**src/rtl/led_axi_burst_slave.sv**
```systemverilog
// led_axi_burst_slave: AXI4 burst slave backing a small register memory.
// Independent write (AW/W/B) and read (AR/R) paths, INCR/FIXED/WRAP addressing,
// LED output mirrors the low bits of word 0.
module led_axi_burst_slave #(
  parameter int C_S_AXI_ID_WIDTH   = 1,
  parameter int C_S_AXI_DATA_WIDTH = 32,
  parameter int C_S_AXI_ADDR_WIDTH = 6,
  parameter int LED_WIDTH          = 8
) (
  input  logic                              s00_axi_aclk,
  input  logic                              s00_axi_aresetn,
  // write address channel
  input  logic [C_S_AXI_ID_WIDTH-1:0]       s00_axi_awid,
  input  logic [C_S_AXI_ADDR_WIDTH-1:0]     s00_axi_awaddr,
  input  logic [7:0]                        s00_axi_awlen,
  input  logic [2:0]                        s00_axi_awsize,
  input  logic [1:0]                        s00_axi_awburst,
  input  logic                              s00_axi_awvalid,
  output logic                              s00_axi_awready,
  // write data channel
  input  logic [C_S_AXI_DATA_WIDTH-1:0]     s00_axi_wdata,
  input  logic [C_S_AXI_DATA_WIDTH/8-1:0]   s00_axi_wstrb,
  input  logic                              s00_axi_wlast,
  input  logic                              s00_axi_wvalid,
  output logic                              s00_axi_wready,
  // write response channel
  output logic [C_S_AXI_ID_WIDTH-1:0]       s00_axi_bid,
  output logic [1:0]                        s00_axi_bresp,
  output logic                              s00_axi_bvalid,
  input  logic                              s00_axi_bready,
  // read address channel
  input  logic [C_S_AXI_ID_WIDTH-1:0]       s00_axi_arid,
  input  logic [C_S_AXI_ADDR_WIDTH-1:0]     s00_axi_araddr,
  input  logic [7:0]                        s00_axi_arlen,
  input  logic [2:0]                        s00_axi_arsize,
  input  logic [1:0]                        s00_axi_arburst,
  input  logic                              s00_axi_arvalid,
  output logic                              s00_axi_arready,
  // read data channel
  output logic [C_S_AXI_ID_WIDTH-1:0]       s00_axi_rid,
  output logic [C_S_AXI_DATA_WIDTH-1:0]     s00_axi_rdata,
  output logic [1:0]                        s00_axi_rresp,
  output logic                              s00_axi_rlast,
  output logic                              s00_axi_rvalid,
  input  logic                              s00_axi_rready,
  // LED output
  output logic [LED_WIDTH-1:0]              led
);

  localparam int STRB_W = C_S_AXI_DATA_WIDTH / 8;
  localparam int IDX_W  = C_S_AXI_ADDR_WIDTH - 2;
  localparam int DEPTH  = 2 ** IDX_W;

  localparam logic [1:0] RESP_OKAY   = 2'b00;
  localparam logic [1:0] RESP_SLVERR = 2'b10;
  localparam logic [2:0] SIZE_WORD   = 3'b010;

  typedef enum logic [1:0] {W_IDLE, W_DATA, W_RESP} w_state_e;
  typedef enum logic       {R_IDLE, R_DATA}         r_state_e;

  // Word index of the next beat. WRAP with a legal length wraps inside the
  // aligned (len+1)-word window; any other WRAP length and the reserved burst
  // encoding fall back to INCR. INCR wraps naturally modulo DEPTH.
  function automatic logic [IDX_W-1:0] next_idx(input logic [IDX_W-1:0] idx,
                                                input logic [1:0]       burst,
                                                input logic [7:0]       len);
    logic [IDX_W-1:0] inc;
    logic [IDX_W-1:0] mask;
    logic             wrap_ok;
    inc     = idx + IDX_W'(1);
    mask    = IDX_W'(len);
    wrap_ok = ((len == 8'd1) || (len == 8'd3) || (len == 8'd7) || (len == 8'd15)) &&
              (32'(len) < DEPTH);
    case (burst)
      2'b00:   next_idx = idx;
      2'b10:   next_idx = wrap_ok ? ((idx & ~mask) | (inc & mask)) : inc;
      default: next_idx = inc;
    endcase
  endfunction

  // ---------------------------------------------------------------------------
  // Storage
  // ---------------------------------------------------------------------------
  logic [C_S_AXI_DATA_WIDTH-1:0] mem_q [DEPTH];
  logic                          wr_en;
  logic [C_S_AXI_DATA_WIDTH-1:0] wr_word;
  logic [LED_WIDTH-1:0]          led_q, led_d;

  // ---------------------------------------------------------------------------
  // Write path state
  // ---------------------------------------------------------------------------
  w_state_e                      w_state_q, w_state_d;
  logic                          awready_q, awready_d;
  logic                          wready_q, wready_d;
  logic                          bvalid_q, bvalid_d;
  logic [1:0]                    bresp_q, bresp_d;
  logic [C_S_AXI_ID_WIDTH-1:0]   bid_q, bid_d;
  logic [C_S_AXI_ID_WIDTH-1:0]   aw_id_q, aw_id_d;
  logic [IDX_W-1:0]              aw_idx_q, aw_idx_d;
  logic [7:0]                    aw_len_q, aw_len_d;
  logic [1:0]                    aw_burst_q, aw_burst_d;
  logic                          aw_size_ok_q, aw_size_ok_d;
  logic [7:0]                    w_beat_q, w_beat_d;

  // ---------------------------------------------------------------------------
  // Read path state
  // ---------------------------------------------------------------------------
  r_state_e                      r_state_q, r_state_d;
  logic                          arready_q, arready_d;
  logic                          rvalid_q, rvalid_d;
  logic                          rlast_q, rlast_d;
  logic [1:0]                    rresp_q, rresp_d;
  logic [C_S_AXI_DATA_WIDTH-1:0] rdata_q, rdata_d;
  logic [C_S_AXI_ID_WIDTH-1:0]   rid_q, rid_d;
  logic [IDX_W-1:0]              ar_idx_q, ar_idx_d;
  logic [7:0]                    ar_len_q, ar_len_d;
  logic [1:0]                    ar_burst_q, ar_burst_d;
  logic                          ar_size_ok_q, ar_size_ok_d;
  logic [7:0]                    r_beat_q, r_beat_d;
  logic [IDX_W-1:0]              rd_idx_nxt;

  // Byte-lane bits of the addresses are not needed for word-sized beats.
  logic unused_addr_bits;
  assign unused_addr_bits = ^{s00_axi_awaddr[1:0], s00_axi_araddr[1:0]};

  // Write FSM next-state: AW latch, per-beat byte-merge and address advance, B response
  always_comb begin
    w_state_d    = w_state_q;
    awready_d    = awready_q;
    wready_d     = wready_q;
    bvalid_d     = bvalid_q;
    bresp_d      = bresp_q;
    bid_d        = bid_q;
    aw_id_d      = aw_id_q;
    aw_idx_d     = aw_idx_q;
    aw_len_d     = aw_len_q;
    aw_burst_d   = aw_burst_q;
    aw_size_ok_d = aw_size_ok_q;
    w_beat_d     = w_beat_q;
    wr_en        = 1'b0;
    wr_word      = mem_q[aw_idx_q];
    led_d        = led_q;

    case (w_state_q)
      W_IDLE: begin
        awready_d = 1'b1;
        if (s00_axi_awvalid && awready_q) begin
          aw_id_d      = s00_axi_awid;
          aw_idx_d     = s00_axi_awaddr[C_S_AXI_ADDR_WIDTH-1:2];
          aw_len_d     = s00_axi_awlen;
          aw_burst_d   = s00_axi_awburst;
          aw_size_ok_d = (s00_axi_awsize == SIZE_WORD);
          w_beat_d     = '0;
          awready_d    = 1'b0;
          wready_d     = 1'b1;
          w_state_d    = W_DATA;
        end
      end
      W_DATA: begin
        if (s00_axi_wvalid && wready_q) begin
          // A burst with an unsupported beat size is consumed but never stored.
          wr_en = aw_size_ok_q;
          for (int b = 0; b < STRB_W; b++) begin
            if (s00_axi_wstrb[b]) begin
              wr_word[8*b +: 8] = s00_axi_wdata[8*b +: 8];
            end
          end
          aw_idx_d = next_idx(aw_idx_q, aw_burst_q, aw_len_q);
          w_beat_d = w_beat_q + 8'd1;
          if (s00_axi_wlast) begin
            wready_d  = 1'b0;
            bvalid_d  = 1'b1;
            bid_d     = aw_id_q;
            bresp_d   = ((w_beat_q != aw_len_q) || !aw_size_ok_q) ? RESP_SLVERR : RESP_OKAY;
            w_state_d = W_RESP;
          end
        end
      end
      W_RESP: begin
        if (bvalid_q && s00_axi_bready) begin
          bvalid_d  = 1'b0;
          awready_d = 1'b1;
          w_state_d = W_IDLE;
        end
      end
      default: begin
        w_state_d = W_IDLE;
      end
    endcase

    // LED follows word 0 in the same edge that stores the new value.
    if (wr_en && (aw_idx_q == '0)) begin
      led_d = wr_word[LED_WIDTH-1:0];
    end
  end

  // Write FSM registers
  always_ff @(posedge s00_axi_aclk or negedge s00_axi_aresetn) begin
    if (!s00_axi_aresetn) begin
      w_state_q    <= W_IDLE;
      awready_q    <= 1'b0;
      wready_q     <= 1'b0;
      bvalid_q     <= 1'b0;
      bresp_q      <= '0;
      bid_q        <= '0;
      aw_id_q      <= '0;
      aw_idx_q     <= '0;
      aw_len_q     <= '0;
      aw_burst_q   <= '0;
      aw_size_ok_q <= 1'b0;
      w_beat_q     <= '0;
    end else begin
      w_state_q    <= w_state_d;
      awready_q    <= awready_d;
      wready_q     <= wready_d;
      bvalid_q     <= bvalid_d;
      bresp_q      <= bresp_d;
      bid_q        <= bid_d;
      aw_id_q      <= aw_id_d;
      aw_idx_q     <= aw_idx_d;
      aw_len_q     <= aw_len_d;
      aw_burst_q   <= aw_burst_d;
      aw_size_ok_q <= aw_size_ok_d;
      w_beat_q     <= w_beat_d;
    end
  end

  // Memory array and LED register; cleared by reset so no stale data survives
  always_ff @(posedge s00_axi_aclk or negedge s00_axi_aresetn) begin
    if (!s00_axi_aresetn) begin
      for (int i = 0; i < DEPTH; i++) begin
        mem_q[i] <= '0;
      end
      led_q <= '0;
    end else begin
      if (wr_en) begin
        mem_q[aw_idx_q] <= wr_word;
      end
      led_q <= led_d;
    end
  end

  // Read FSM next-state: AR latch, prefetch of each beat into the rdata register
  always_comb begin
    r_state_d    = r_state_q;
    arready_d    = arready_q;
    rvalid_d     = rvalid_q;
    rlast_d      = rlast_q;
    rresp_d      = rresp_q;
    rdata_d      = rdata_q;
    rid_d        = rid_q;
    ar_idx_d     = ar_idx_q;
    ar_len_d     = ar_len_q;
    ar_burst_d   = ar_burst_q;
    ar_size_ok_d = ar_size_ok_q;
    r_beat_d     = r_beat_q;
    rd_idx_nxt   = next_idx(ar_idx_q, ar_burst_q, ar_len_q);

    case (r_state_q)
      R_IDLE: begin
        arready_d = 1'b1;
        if (s00_axi_arvalid && arready_q) begin
          rid_d        = s00_axi_arid;
          ar_idx_d     = s00_axi_araddr[C_S_AXI_ADDR_WIDTH-1:2];
          ar_len_d     = s00_axi_arlen;
          ar_burst_d   = s00_axi_arburst;
          ar_size_ok_d = (s00_axi_arsize == SIZE_WORD);
          r_beat_d     = '0;
          // Memory is read before this edge's write lands, so a same-cycle
          // write to the same word is seen as its old value.
          rdata_d      = (s00_axi_arsize == SIZE_WORD) ?
                         mem_q[s00_axi_araddr[C_S_AXI_ADDR_WIDTH-1:2]] : '0;
          rresp_d      = (s00_axi_arsize == SIZE_WORD) ? RESP_OKAY : RESP_SLVERR;
          rlast_d      = (s00_axi_arlen == 8'd0);
          rvalid_d     = 1'b1;
          arready_d    = 1'b0;
          r_state_d    = R_DATA;
        end
      end
      R_DATA: begin
        if (rvalid_q && s00_axi_rready) begin
          if (rlast_q) begin
            rvalid_d  = 1'b0;
            rlast_d   = 1'b0;
            arready_d = 1'b1;
            r_state_d = R_IDLE;
          end else begin
            ar_idx_d = rd_idx_nxt;
            r_beat_d = r_beat_q + 8'd1;
            rdata_d  = ar_size_ok_q ? mem_q[rd_idx_nxt] : '0;
            rlast_d  = ((r_beat_q + 8'd1) == ar_len_q);
          end
        end
      end
      default: begin
        r_state_d = R_IDLE;
      end
    endcase
  end

  // Read FSM registers
  always_ff @(posedge s00_axi_aclk or negedge s00_axi_aresetn) begin
    if (!s00_axi_aresetn) begin
      r_state_q    <= R_IDLE;
      arready_q    <= 1'b0;
      rvalid_q     <= 1'b0;
      rlast_q      <= 1'b0;
      rresp_q      <= '0;
      rdata_q      <= '0;
      rid_q        <= '0;
      ar_idx_q     <= '0;
      ar_len_q     <= '0;
      ar_burst_q   <= '0;
      ar_size_ok_q <= 1'b0;
      r_beat_q     <= '0;
    end else begin
      r_state_q    <= r_state_d;
      arready_q    <= arready_d;
      rvalid_q     <= rvalid_d;
      rlast_q      <= rlast_d;
      rresp_q      <= rresp_d;
      rdata_q      <= rdata_d;
      rid_q        <= rid_d;
      ar_idx_q     <= ar_idx_d;
      ar_len_q     <= ar_len_d;
      ar_burst_q   <= ar_burst_d;
      ar_size_ok_q <= ar_size_ok_d;
      r_beat_q     <= r_beat_d;
    end
  end

  assign s00_axi_awready = awready_q;
  assign s00_axi_wready  = wready_q;
  assign s00_axi_bvalid  = bvalid_q;
  assign s00_axi_bresp   = bresp_q;
  assign s00_axi_bid     = bid_q;
  assign s00_axi_arready = arready_q;
  assign s00_axi_rvalid  = rvalid_q;
  assign s00_axi_rlast   = rlast_q;
  assign s00_axi_rresp   = rresp_q;
  assign s00_axi_rdata   = rdata_q;
  assign s00_axi_rid     = rid_q;
  assign led             = led_q;

endmodule

```
**config.mk**
```make
export PLATFORM = sky130hd
export DESIGN_NAME = led_axi_burst_slave
export DESIGN_NICKNAME = d
export VERILOG_FILES = /design/src/rtl/led_axi_burst_slave.sv
export SDC_FILE = /design/constraint.sdc
export NUM_CORES = 2
export LEC_CHECK = 0
export BUFFER_PORTS_ARGS = -buffer_cell sky130_fd_sc_hd__buf_2
export CAP_MARGIN = 30
export CORE_AREA = 2 2 270 272
export CTS_BUF_LIST = sky130_fd_sc_hd__clkbuf_16
export CTS_CLUSTER_SIZE = 40
export DETAILED_ROUTE_END_ITERATION = 8
export DIE_AREA = 0 0 272 274
export GPL_TIMING_DRIVEN = 0
export HOLD_SLACK_MARGIN = 0.08
export PLACE_DENSITY = 0.68
export SLEW_MARGIN = 20
export SYNTH_ARGS = -nofsm -noshare
export SYNTH_HDL_FRONTEND = slang
export SYNTH_SLANG_ARGS = --single-unit
```
**constraint.sdc**
```tcl
create_clock -name s00_axi_aclk -period 6.41 [get_ports s00_axi_aclk]
set_input_delay 0.3205 -clock s00_axi_aclk [delete_from_list [all_inputs] [get_ports s00_axi_aclk]]
set_output_delay 0.3205 -clock s00_axi_aclk [all_outputs]
set_load 0.005 [all_outputs]
```
# Word-level counts from Yosys, hierarchy flattened
# Cells that the tools add are included.
# op_classes
n_addsub,4
n_eq_ne,25
n_reduce_logical,38
n_lt_le_gt_ge,6
bitwise_logic,12
n_mux,78
# ops
operator,count
$bwmux W512,1
$mux W32,14
$bmux W32 S4,3
$demux W32 S4,1
$mux W8,9
$pmux W32 S2,1
$pmux W4 S2,4
$pmux W8 S2,2
$mux W4,7
$mux W1,22
$add A8 B1 Y8 const B,2
$and A4 B4 Y4,4
$eq A8 B1 Y1 const B,2
$eq A8 B2 Y1 const B,2
$eq A8 B3 Y1 const B,2
$eq A8 B4 Y1 const B,2
$lt A8 B5 Y1 const B,2
$reduce_and A4 Y1,4
$ge A5 B5 Y1 const B,3
$not A4 Y5,3
$ne A2 B2 Y1 const B,7
$pmux W1 S2,7
$mux W2,6
$reduce_and A3 Y1,4
other kinds (20),49
# word_totals
word_cells,204
out_inout_bits,52
register_bits,614
input_bits,84

# Longest topological paths before layout
# logic_depth
ltp_word,15
ltp_mapped,12
depth_no_buf,7

# Worst setup path after synthesis
# No wires, ideal clock.
# synth_timing
kind,flip-flop to flip-flop
from,register (tool-made name)
to,register mem_q[161] in the netlist's numbering
n_path_buf,4
setup_time_ps,130
arrival_ps,2313
slack_ps,3967
stages_incl_launch_ff,9
cell_sequence,dfrtp_1 -> clkbuf_1 -> buf_2 -> buf_1 -> mux4_2 -> mux4_2 -> mux2i_4 -> buf_4 -> o21ai_1
# synth_lines
element,line_no,text
"end signal, assigned by index",237,mem_q[aw_idx_q] <= wr_word;
"end, declared",84,logic [C_S_AXI_DATA_WIDTH-1:0] mem_q [DEPTH];

==> summary.txt <==
Timing
  – Final setup viols: 0
  – Final Hold Viols: 0
  – Rel. slew slack: between 20% and 30%
  – Final period util: around two thirds
  – Fmax: between 200 and 250 MHz
  – Unrepaired setup endpoints after global routing: false
  – Max Slew Vio Count: 0
  – Clock skew: between 0.04 and 0.05 ns
  – Tightest Pin Transition: about 1.1 ns
  – Tmin final: between 4 and 5 ns

Routing
  – Drc violations: 0
  – Iteration-0 DRC Markers: approximately 5200
  – Via/cell ratio: around 7.1
  – Post-route ant nets: 0
  – TritonRoute pass-1 iters: 9
  – Drt wl/cell: between 30 and 40 um
  – Via count: between 30000 and 40000
  – Total Wirelength: around 150000 um

Worst setup path
  – CP Cell Sequence: clkbuf_1 -> buf_2 -> buf_1 -> inv_1 -> ha_1 -> and2_1 -> clkbuf_1 -> nand2_1 -> clkbuf_1 -> nand2_1 -> o21ai_0
  – Critical Path AT: between 4 and 5 ns
  – Worst Setup Start Kind: register
  – CP max stage delay: about 0.90 ns
  – Critical-path maximum fanout: 10
  – Top cell by count, worst path: clkbuf_1
  – Kind of critical path: register to register
  – Data required, critical path: roughly 6.9 ns
  – Crit. End Element: register
  – Critical-path top delay cell: clkbuf_1

Logic synthesis
  – Post-Syn Area per Cell: 11.1 sq um
  – Mapped cell area: 35500 sq um
  – Dominant cell type by area after synthesis: dfrtp_1
  – Count leader, synth: dfrtp_1
  – Seq/Total Area, Yosys: between 40 and 50%
  – EDFF count, synth: 0
  – Top post-synthesis cells by area: dfrtp_1 (43%), mux4_2 (22%), nand2_1 (5.2%)
  – Yosys Warn Count: 0
  – Seq cells post-synth: about 600
  – Commonest cells post-synth: dfrtp_1 (604), nand2_1 (488), mux4_2 (350), o21ai_0 (263), nor2_1 (218)
  – Asr flop ratio synth: 100%
  – Dominant synthesized flop cell: dfrtp_1
  – Synth unique cells: 65
  – Area share of the largest cell type after synthesis: between 40 and 50%
  – Mapped Cells: between 3000 and 4000

Floorplanning
  – Die area: ~75000 sq um
  – Initial core utilization: 49.4%
  – Core region area: 72000 sq um
  – # rows: 99
  – I/O Pins: between 100 and 150
  – Die Ht: about 270 um
  – Die Wd: around 270 um

Power and ir drop
  – Tot Pwr: between 0.015 and 0.02 W
  – Max VDD drop: ~0.32 mV
  – Pleak: roughly 16 nW
  – Power Density: about 420 nW/um^2

Run status
  – Status: finished clean

CTS
  – CTS buffer count: ~70
  – Worst skew pair latency: 0.65 ns
  – Clock Path Buffers: 3
  – Clock root buffer: clkbuf_16
  – Reg clk slew, reported paths: ~0.060 ns
  – Hold_buf cts: 54
  – Post_cts resized: 0
  – Clk sinks: ~600
  – CTS tree: done
  – H-tree levels: 3
  – Postcts setup bufs: 0

Placed design
  – Buffers added on ports: approximately 130
  – DP Area: roughly 38000 sq um
  – Post-DP HPWL: around 100000 um
  – GP Congestion: between 0.9 and 1

Global route
  – Initial antenna violation count: 1
  – Global Route Usage Sum: 39.6%
  – Largest net degree at the start of global routing: 100
  – First-pass GRT wire length: approximately 210000 um
  – GR Overflow Total: 0
  – Vias in the first global route: ~31000

Finish
  – Fin nets: around 3600
  – Synthesis-to-finish area growth: 14.8%
  – Layout cells sized above 1: 22.3%
  – Core Util, Final: between 50% and 60%
  – Fin area: 40800 sq um

Job
  – Max cap viols: 0

Worst hold path
  – HP Class: primary input to register
[layout make-up]
class                      instances  area, sq um
timing repair buffer             214         1680
sequential                       604        15100
buffer                           340         1640
clock buffer                      74         1850
clock inverter                    53          490
fill                            6190        31200
tap                              959         1200
inverter                           9         33.8
multi-input combinational       2250        18800
antenna                            4         10.0
[power breakdown]
part	switching, W	total [W]	leakage [nW]	internal (W)
logic	0.00509	0.00782	6.81	0.00273
clock network	0.00176	0.00421	1.17	0.00245
registers	0.000640	0.00503	8.25	0.00439
total	0.00749	0.0171	16.2	0.00958
[worst max-delay path, delay by kind of cell, from the launching register on]
kind / cells / cell delay [ns]
simple gates: 3 / 0.74
fa+ha+maj: 1 / 0.22
buf+inv: 6 / 2.71
compound gates: 1 / 0.12
flops: 1 / 0.37
[metal layers]
metal / wire, um / vias up / part of all wire [%] / track usage [%]
li1: - / 12600 / - / -
met1: 50600 / 15800 / 34 / 48.4
met2: 63500 / 2759 / 43 / 57.3
met3: 22100 / 737 / 15 / 17.1
met4: 10900 / 8 / 7.4 / 25.7
met5: 274 / - / 0.19 / 3.15
[stage by stage]
| step | instances | setup WS [ns] | TNS, ns | hold WS (ns) |
|---|---|---|---|---|
| 2_1_floorplan | 3203 | 3.97 | 0 | 0.0249 |
| 3_3_place_gp | 4289 | -7.98 | -4758.69 | 0.484 |
| 3_5_place_dp | 4312 | 2.31 | 0 | 0.295 |
| 4_1_cts | 4493 | 2.31 | 0 | 0.0856 |
| 5_1_grt | 4504 | 2.02 | 0 | 0.0999 |
| 6_report | 4507 | 2.13 | 0 | 0.0770 |
[kinds of logic (layout without fill, tap and decap cells)]
family	Yosys count	count (layout)	synth area share [%]
other	1	6	0.0106
buffers and inverters	349	690	4.69
AO/OA/AOI/OAI	931	931	15.6
multiplexers	475	475	26.9
AND/OR/NAND/NOR	806	806	9.28
flip-flops	604	604	42.5
XOR/XNOR	29	29	0.736
adder cells (fa/ha/maj)	7	7	0.247
[layout by cell type (no fill, tap or decap), types with 33 or more instances in the layout]
cell type	netlist	layout
a211oi_1	34	34
buf_6	21	40
buf_4	41	41
clkbuf_1	214	208
nor2_1	218	218
dfrtp_1	604	604
clkbuf_16	0	74
a21oi_1	176	176
a22oi_1	64	64
o21ai_1	211	211
a31oi_1	33	33
o21ai_0	263	263
dlygate4sd3_1	0	54
buf_2	36	164
mux2i_1	67	67
mux4_2	350	350
nand2_1	488	488
[sequential cells by signal, summed over array words and instances (netlist names), 2 cells and up, named ones only]
| name | count |
|---|---|
| ar_len_q | 8 |
| w_state_q | 2 |
| s00_axi_rdata | 32 |
| w_beat_q | 8 |
| r_beat_q | 8 |
| ar_burst_q | 2 |
| ar_idx_q | 4 |
| led | 7 |
| aw_len_q | 8 |
| mem_q | 505 |
| aw_burst_q | 2 |
[final timing paths]
check                      slack [ns]              from     endpoint  cells after the start
max in group asynchronous        4.82   s00_axi_aresetn   mem_q[217]                      4
min reg2reg                      0.51       s00_axi_bid  s00_axi_bid                      1
min                              0.08  s00_axi_wdata[3]   mem_q[355]                      3
max                              2.13          register   mem_q[365]                     11
min in group asynchronous        0.21   s00_axi_aresetn   mem_q[454]                      2
max reg2reg                      2.13          register   mem_q[365]                     11
Note: power is estimated with default switching activity, not from simulation.
